[src/rtl/enc_stream_if.sv]
// Stream interface for enc_stream: bitmap load side plus index beat output side.
// master = the encoder, slave = whoever loads bitmaps and consumes index beats.
interface enc_stream_if #(
    parameter int N = 4
);
    localparam int W = $clog2(N);

    logic         i_en;
    logic [N-1:0] i_in;
    logic         o_ready;
    logic         o_valid;
    logic [W-1:0] o_out;
    logic         o_last;
    logic         i_ready;
    logic         o_busy_dbg;

    // Load: bitmap taken when i_en && o_ready. Beat: taken when o_valid && i_ready;
    // o_out/o_last stay stable while o_valid && !i_ready.
    modport master (
        input  i_en, i_in, i_ready,
        output o_ready, o_valid, o_out, o_last, o_busy_dbg
    );

    modport slave (
        output i_en, i_in, i_ready,
        input  o_ready, o_valid, o_out, o_last, o_busy_dbg
    );
endinterface

[src/rtl/enc_stream.sv]
// Sequential bitmap-to-index encoder: one valid/ready beat per set bit, LSB first.
// Define ENC_MSB_FIRST_EN to emit the highest set bit first instead.
module enc_stream #(
    parameter int N = 4
) (
    input  logic          i_clk,
    input  logic          i_rstn,
    enc_stream_if.master  bus
);
    localparam int W = $clog2(N);
    localparam logic [N-1:0] ONE = {{(N-1){1'b0}}, 1'b1};

    typedef enum logic {
        IDLE = 1'b0,
        EMIT = 1'b1
    } state_t;

    state_t       state_q, state_d;
    logic [N-1:0] pending_q, pending_d;
    logic [W-1:0] sel_idx;
    logic [N-1:0] sel_mask;
    logic         single_bit;
    logic         accept;
    logic         beat_done;

    // Beat content comes only from the registered pending bits, never from i_in.
    always_comb begin
        sel_idx = '0;
`ifdef ENC_MSB_FIRST_EN
        for (int i = 0; i < N; i++) begin
            if (pending_q[i]) sel_idx = W'(i);
        end
`else
        for (int i = N - 1; i >= 0; i--) begin
            if (pending_q[i]) sel_idx = W'(i);
        end
`endif
        sel_mask          = '0;
        sel_mask[sel_idx] = 1'b1;
        single_bit        = ((pending_q & (pending_q - ONE)) == '0);
    end

    assign accept    = (state_q == IDLE) && bus.i_en && (bus.i_in != '0);
    assign beat_done = (state_q == EMIT) && bus.i_ready;

    always_ff @(posedge i_clk or negedge i_rstn) begin
        if (!i_rstn) begin
            state_q   <= IDLE;
            pending_q <= '0;
        end else begin
            state_q   <= state_d;
            pending_q <= pending_d;
        end
    end

    always_comb begin
        state_d   = state_q;
        pending_d = pending_q;
        case (state_q)
            IDLE: begin
                if (accept) begin
                    pending_d = bus.i_in;
                    state_d   = EMIT;
                end
            end
            EMIT: begin
                if (beat_done) begin
                    pending_d = pending_q & ~sel_mask;
                    if (single_bit) state_d = IDLE;
                end
            end
            default: begin
                state_d   = IDLE;
                pending_d = '0;
            end
        endcase
    end

    always_comb begin
        bus.o_ready    = 1'b1;
        bus.o_valid    = 1'b0;
        bus.o_out      = '0;
        bus.o_last     = 1'b0;
        bus.o_busy_dbg = (state_q == EMIT);
        if (state_q == EMIT) begin
            bus.o_ready = 1'b0;
            bus.o_valid = 1'b1;
            bus.o_out   = sel_idx;
            bus.o_last  = single_bit;
        end
    end
endmodule

[src/flat_wrapper.sv]
// flat-port wrapper written by rule: the top's interface ports become plain ports
module enc_stream_flat 
#(
    parameter int N = 4
)
  (i_clk, i_rstn, bus_i_en, bus_i_in, bus_i_ready, bus_o_ready, bus_o_valid, bus_o_out, bus_o_last, bus_o_busy_dbg);
  enc_stream_if #(.N(N)) bus_i ();
  input  logic i_clk;
  input  logic i_rstn;
  input wire logic [$bits(bus_i.i_en)-1:0] bus_i_en;
  input wire logic [$bits(bus_i.i_in)-1:0] bus_i_in;
  input wire logic [$bits(bus_i.i_ready)-1:0] bus_i_ready;
  output wire logic [$bits(bus_i.o_ready)-1:0] bus_o_ready;
  output wire logic [$bits(bus_i.o_valid)-1:0] bus_o_valid;
  output wire logic [$bits(bus_i.o_out)-1:0] bus_o_out;
  output wire logic [$bits(bus_i.o_last)-1:0] bus_o_last;
  output wire logic [$bits(bus_i.o_busy_dbg)-1:0] bus_o_busy_dbg;
  assign bus_i.i_en = bus_i_en;
  assign bus_i.i_in = bus_i_in;
  assign bus_i.i_ready = bus_i_ready;
  assign bus_o_ready = bus_i.o_ready;
  assign bus_o_valid = bus_i.o_valid;
  assign bus_o_out = bus_i.o_out;
  assign bus_o_last = bus_i.o_last;
  assign bus_o_busy_dbg = bus_i.o_busy_dbg;
  enc_stream #(.N(N)) u_core (.i_clk(i_clk), .i_rstn(i_rstn), .bus(bus_i));
endmodule
[config.mk]
export PLATFORM = sky130hd
export DESIGN_NAME = enc_stream_flat
export DESIGN_NICKNAME = d
export VERILOG_FILES = /design/src/rtl/enc_stream_if.sv /design/src/rtl/enc_stream.sv /design/src/flat_wrapper.sv
export SDC_FILE = /design/constraint.sdc
export NUM_CORES = 1
export LEC_CHECK = 0
export BUFFER_PORTS_ARGS = -buffer_cell sky130_fd_sc_hd__buf_2
export CAP_MARGIN = 20
export CORE_AREA = 2 2 39 41
export DETAILED_ROUTE_END_ITERATION = 10
export DIE_AREA = 0 0 41 43
export PLACE_DENSITY_LB_ADDON = 0.3
export SYNTH_ARGS = -nofsm -noshare
export SYNTH_HDL_FRONTEND = slang
export SYNTH_SLANG_ARGS = --single-unit
export TNS_END_PERCENT = 5
[constraint.sdc]
create_clock -name i_clk -period 1.5 [get_ports i_clk]
set_clock_uncertainty 0.2 [all_clocks]
set_input_delay 0.075 -clock i_clk [delete_from_list [all_inputs] [get_ports i_clk]]
set_output_delay 0.075 -clock i_clk [all_outputs]
set_load 0.02 [all_outputs]
Yosys cells after proc, flatten, opt, wreduce, memory -nomap -nowiden
Index checks and enable logic that the tools add are counted.

Add/subtract/negate cells: 1. $mul: 0. Divide/modulo/power cells: 0. Order comparisons: 2. Eq/ne operators: 2. Shifts and indexed selects: 0. Muxes and demuxes: 17. Bitwise operators: 4. Reduce and logical (&&, ||, !) cells: 7.

Operator list (count): 2-bit 2-to-1 mux (5); 4-bit bitwise AND (2); 4-bit 2-to-1 mux (2); 4-bit case mux with 2 select lines (1); 1-bit 2-to-1 mux (7); 1-bit logical AND (4); 4-bit logical NOT (1); 4-bit inverter (1); 4-bit nonzero test (1); 4-bit by 1-bit subtractor with 4-bit output, second input constant (1); 2-bit by 3-bit < comparator with 1-bit output, second input constant (1); 1-bit demux with 2-bit select (1); 2-bit by 1-bit >= comparator with 1-bit output, second input constant (1); 2-bit by 1-bit != test with 1-bit output, second input constant (1); 2-bit != test, second input constant (1); 1-bit case mux with 2 select lines (1); 2-bit AND reduction (1); 1-bit inverter (1).

Bits in registers: 5. Latch bits: 0. Memory bits (writable): 0. ROM bits: 0. Memories: 0.

Longest topological paths before layout
Depth after elaboration: 12. Gate-level depth with buffers: 4. Mapped depth without buffers: 3.

Least setup slack after synthesis
OpenSTA, ideal clock, no wires.

Path type: reg-to-output. Start point: register u_core.state_q (netlist: u_core.bus.o_busy_dbg). End point: output port bus_o_out[1]. Arrival time: 1.266 ns. Data required time: 1.225 ns. Slack: -0.041 ns. Stages on the path, launching flop included: 4. Cells stage by stage: dfrtp_1 -> buf_2 -> o21ai_0 -> nor3_1.

Longest elaborated chain between the ends: 1.

RTL lines: start: declaration (RTL line enc_stream.sv:18) `state_t state_q, state_d;`; start signal: assignment (RTL line enc_stream.sv:51) `state_q <= state_d;`; 2-bit 2-to-1 mux (RTL line enc_stream.sv:85) `if (state_q == EMIT) begin`; end: declaration (RTL line flat_wrapper.sv:15) `output wire logic [$bits(bus_i.o_out)-1:0] bus_o_out;`.

Every way passes these cells.

Worst setup path in the final report
Start point: register u_core.pending_q[2]. End point: output port bus_o_last.

Longest elaborated chain between the ends: 4.

RTL lines: start: declaration (RTL line enc_stream.sv:19) `logic [N-1:0] pending_q, pending_d;`; start signal: assignment (RTL line enc_stream.sv:52) `pending_q <= pending_d;`; 4-bit by 1-bit subtractor with 4-bit output (RTL line enc_stream.sv:40) `single_bit = ((pending_q & (pending_q - ONE)) == '0);`; 4-bit bitwise AND * (RTL line enc_stream.sv:40); 4-bit logical NOT * (RTL line enc_stream.sv:40); 1-bit 2-to-1 mux * (RTL line enc_stream.sv:85); end: declaration (RTL line flat_wrapper.sv:16) `output wire logic [$bits(bus_i.o_last)-1:0] bus_o_last;`.

Every way passes the cells marked *; elsewhere a longest branch is shown, timed or not.

==> reports/qor.csv <==
stage,metric,value,unit
outcome,status,"complete, but fails checks",
outcome,failing checks,setup timing,
synthesis,Syn Nets,49,
timing,Final setup viols,1,
timing,final clock period utilization by the worst path,1.01,
final_layout,Synth-to-Final Area Change,54.2,%
critical_path,WS Path Type,reg -> out,
final_layout,Final Cell Area,569,sq um
route,DRT iter0 DRCs,10,
synthesis,Synth top area share,0.339,
critical_path,Worst EP required,1220,ps
critical_path,critical-path cell list,a211oi_2 -> nor2_1 -> nor2_1 -> buf_4,
die,Die X,41,um
critical_path,CP peak stage delay,440,ps
final_layout,share of cells above drive strength 1,0.538,
clock_network,Root Buffer,clkbuf_4,
synthesis,Synth Instances,41,
power,combinational share of power,0.607,
die,Core Footprint,1380,sq um
worst_hold_path,Hold Path Class,in -> reg,
final_layout,diode count,0,
synthesis,"Top FF cell, synth",dfrtp_1,
synthesis,post-synthesis sequential area ratio,0.339,
clock_network,CTS tree,done,
synthesis,syn_area_per_cell,9.00,sq um
clock_network,CTS Buf Count,3,
global_routing,vias in the first global route,324,
timing,Hold Fails Final Rpt,0,
global_routing,first-pass GRT wire length,1470,um
final_layout,multi-input logic area,220,sq um
global_routing,initial antenna violation count,0,
timing,Final Slew Violations,0,
timing,RSZ-0062 raised after global routing,yes,
power,Static Leak,0.256,nW
route,Antenna Nets Post-Route,0,
synthesis,Synth top cells by count,"dfrtp_1 (5), inv_1 (3), nand2_1 (3), nor2_1 (3), o31ai_1 (3)",
power,PwrDens,2080,nW/um^2
global_routing,GR Overflow Total,0,
route,DRC,0,
route,Vias per Instance,4.93,
final_layout,Reg area,131,sq um
clock_network,clk sinks,5,
route,wire length per cell,11.5,um
route,M1 WL,383,um
timing,setup ws final,-14.0,ps
critical_path,CP most frequent cell,nor2_1,
power,switching part of the total power,0.441,
die,die height,43,um
clock_network,H-tree depth,1,
timing,Worst slew margin,0.819,
synthesis,post-synthesis async set-or-reset flop share,1.00,
flow_run,max_cap viols,0,
clock_network,"Clk Latency, worst-skew pair",240,ps
route,DR top layer,met3,
critical_path,Worst path slowest cell,dfrtp_2,
die,die area,1760,sq um
synthesis,count of cell types in the netlist,23,
final_layout,Fillers,143,
timing,Hold WS,63.7,ps
route,DRT Wirelength,931,um
power,Seq pwr share,0.260,
power,clock share of power,0.133,
synthesis,Syn Std Cell Area,369,sq um
final_layout,fin nets,74,
timing,Worst-Margin Slew,271,ps
timing,Achievable Freq,661,MHz
power,Pwr Total,1.19,mW
die,num rows,14,
power,Peak VDD IR,0.926,mV
critical_path,type of origin of the critical path,register,
synthesis,synthesized flop and latch total,5,
placement,gpl congestion,0.675,
critical_path,crit end category,output pin,
placement,I/O Buffers,13,
final_layout,Util after Layout,0.411,
synthesis,"area leader, netlist",dfrtp_1,
route,drt first pass iters,4,
power,Switch Pwr,0.524,mW
die,IO Count,14,
route,met2 routed WL,462,um
critical_path,Arrival @ worst endpoint,1240,ps
route,via count,399,
route,met3 routed WL,86,um
die,effective utilization at floorplan,0.267,
global_routing,gr usage total,0.130,
timing,Tmin final,1510,ps
synthesis,Area contributors post-synth,"dfrtp_1 (34%), o41ai_4 (7.5%), o31ai_1 (6.1%)",
power,Int Power,0.663,mW
global_routing,largest net degree at the start of global routing,15,
synthesis,Post-synth EDFFs,0,
clock_network,clock buffer depth,2,
critical_path,CP Max Fanout,6,
clock_network,clock-pin slew on the worst setup and hold paths,40,ps
placement,Placement Cell Area,444,sq um
synthesis,yosys warns,0,
synthesis,"count leader, synth",dfrtp_1,
[metal layers]
layer / up-vias / track usage
met5: - / 0
met4: 0 / 0.0200
met3: 0 / 0.0942
met2: 18 / 0.172
met1: 177 / 0.172
li1: 204 / -
[area by class of cell]
class | instances | area share
inverter | 3 | 0.0198
sequential | 5 | 0.231
timing repair buffer | 24 | 0.281
tap | 16 | 0.0352
multi-input combinational | 29 | 0.387
clock buffer | 4 | 0.0462
[cells by family (layout without fill, tap and decap cells)]
| kind of cell | Yosys count | after routing | share of synthesized area |
|---|---|---|---|
| buffers and inverters | 7 | 31 | 0.0915 |
| and+or+nand+nor | 10 | 10 | 0.125 |
| DFF | 5 | 5 | 0.339 |
| AOI/OAI and AO/OA | 19 | 19 | 0.444 |
[worst paths after layout]
kind,startpoint,to,slack [ps],depth (start not counted)
hold reg to reg,u_core.pending_q[2]$_DFFE_PN0P_,u_core.pending_q[2]$_DFFE_PN0P_,430,2
setup reg to reg,u_core.pending_q[0]$_DFFE_PN0P_,u_core.pending_q[3]$_DFFE_PN0P_,110,4
hold / removal,bus_i_in[3],u_core.pending_q[3]$_DFFE_PN0P_,60,3
setup / recovery,u_core.pending_q[2]$_DFFE_PN0P_,bus_o_last,-10,4
max in group asynchronous,i_rstn,u_core.pending_q[2]$_DFFE_PN0P_,340,3
min in group asynchronous,i_rstn,u_core.pending_q[0]$_DFFE_PN0P_,540,3
[stage by stage]
stage / setup TNS [ps] / worst slack, ps / instances
2_1_floorplan: 0 / 22.6 / 41
3_3_place_gp: 0 / 164 / 67
3_5_place_dp: 0 / 162 / 67
4_1_cts: -73.7 / -73.7 / 74
5_1_grt: -111 / -92.2 / 81
6_report: -14.0 / -14.0 / 81
[state kept, by name, summed over array words and instances, names as in the netlist]
register	cells
u_core.pending_q	4
u_core.bus.o_busy_dbg	1
[power by group through the flow]
stage	clock (mW)	combinational [mW]	sequential, mW
final	0.157	0.720	0.309
after global routing	0.181	0.791	0.320
after CTS	0.165	0.507	0.346
after detailed placement	0	0.492	0.334
after global placement	0	0.488	0.333
after floorplan	0	0.401	0.283
[worst max-delay path, delay by kind of cell, from the launching register on]
family,cells,cell delay [ps]
flip-flops,1,440
AND/OR/NAND/NOR,2,160
buffers and inverters,1,140
AO/OA/AOI/OAI,1,250
[placed cells by master, fill, tap and decap left out, drive strengths merged]
cell type    netlist  final
a211oi             2      2
a21o               1      1
a21oi              2      2
a221oi             1      1
a22oi              3      3
and2               1      1
buf                3     21
clkbuf             1      4
dfrtp              5      5
dlygate4sd3        0      3
inv                3      3
nand2              3      3
nor2               3      3
nor3               2      2
nor3b              1      1
o21ai              3      3
o22ai              3      3
o31ai              3      3
o41ai              1      1
[what timing repair did]
item	CTS	global route
resized for setup	3	5
setup endpoints to repair	3	3
pin swaps	0	2
endpoints found under the hold margin	7	0
hold buffers	3	0
buffers inserted	0	7
Note: power is estimated with default switching activity, not from simulation.
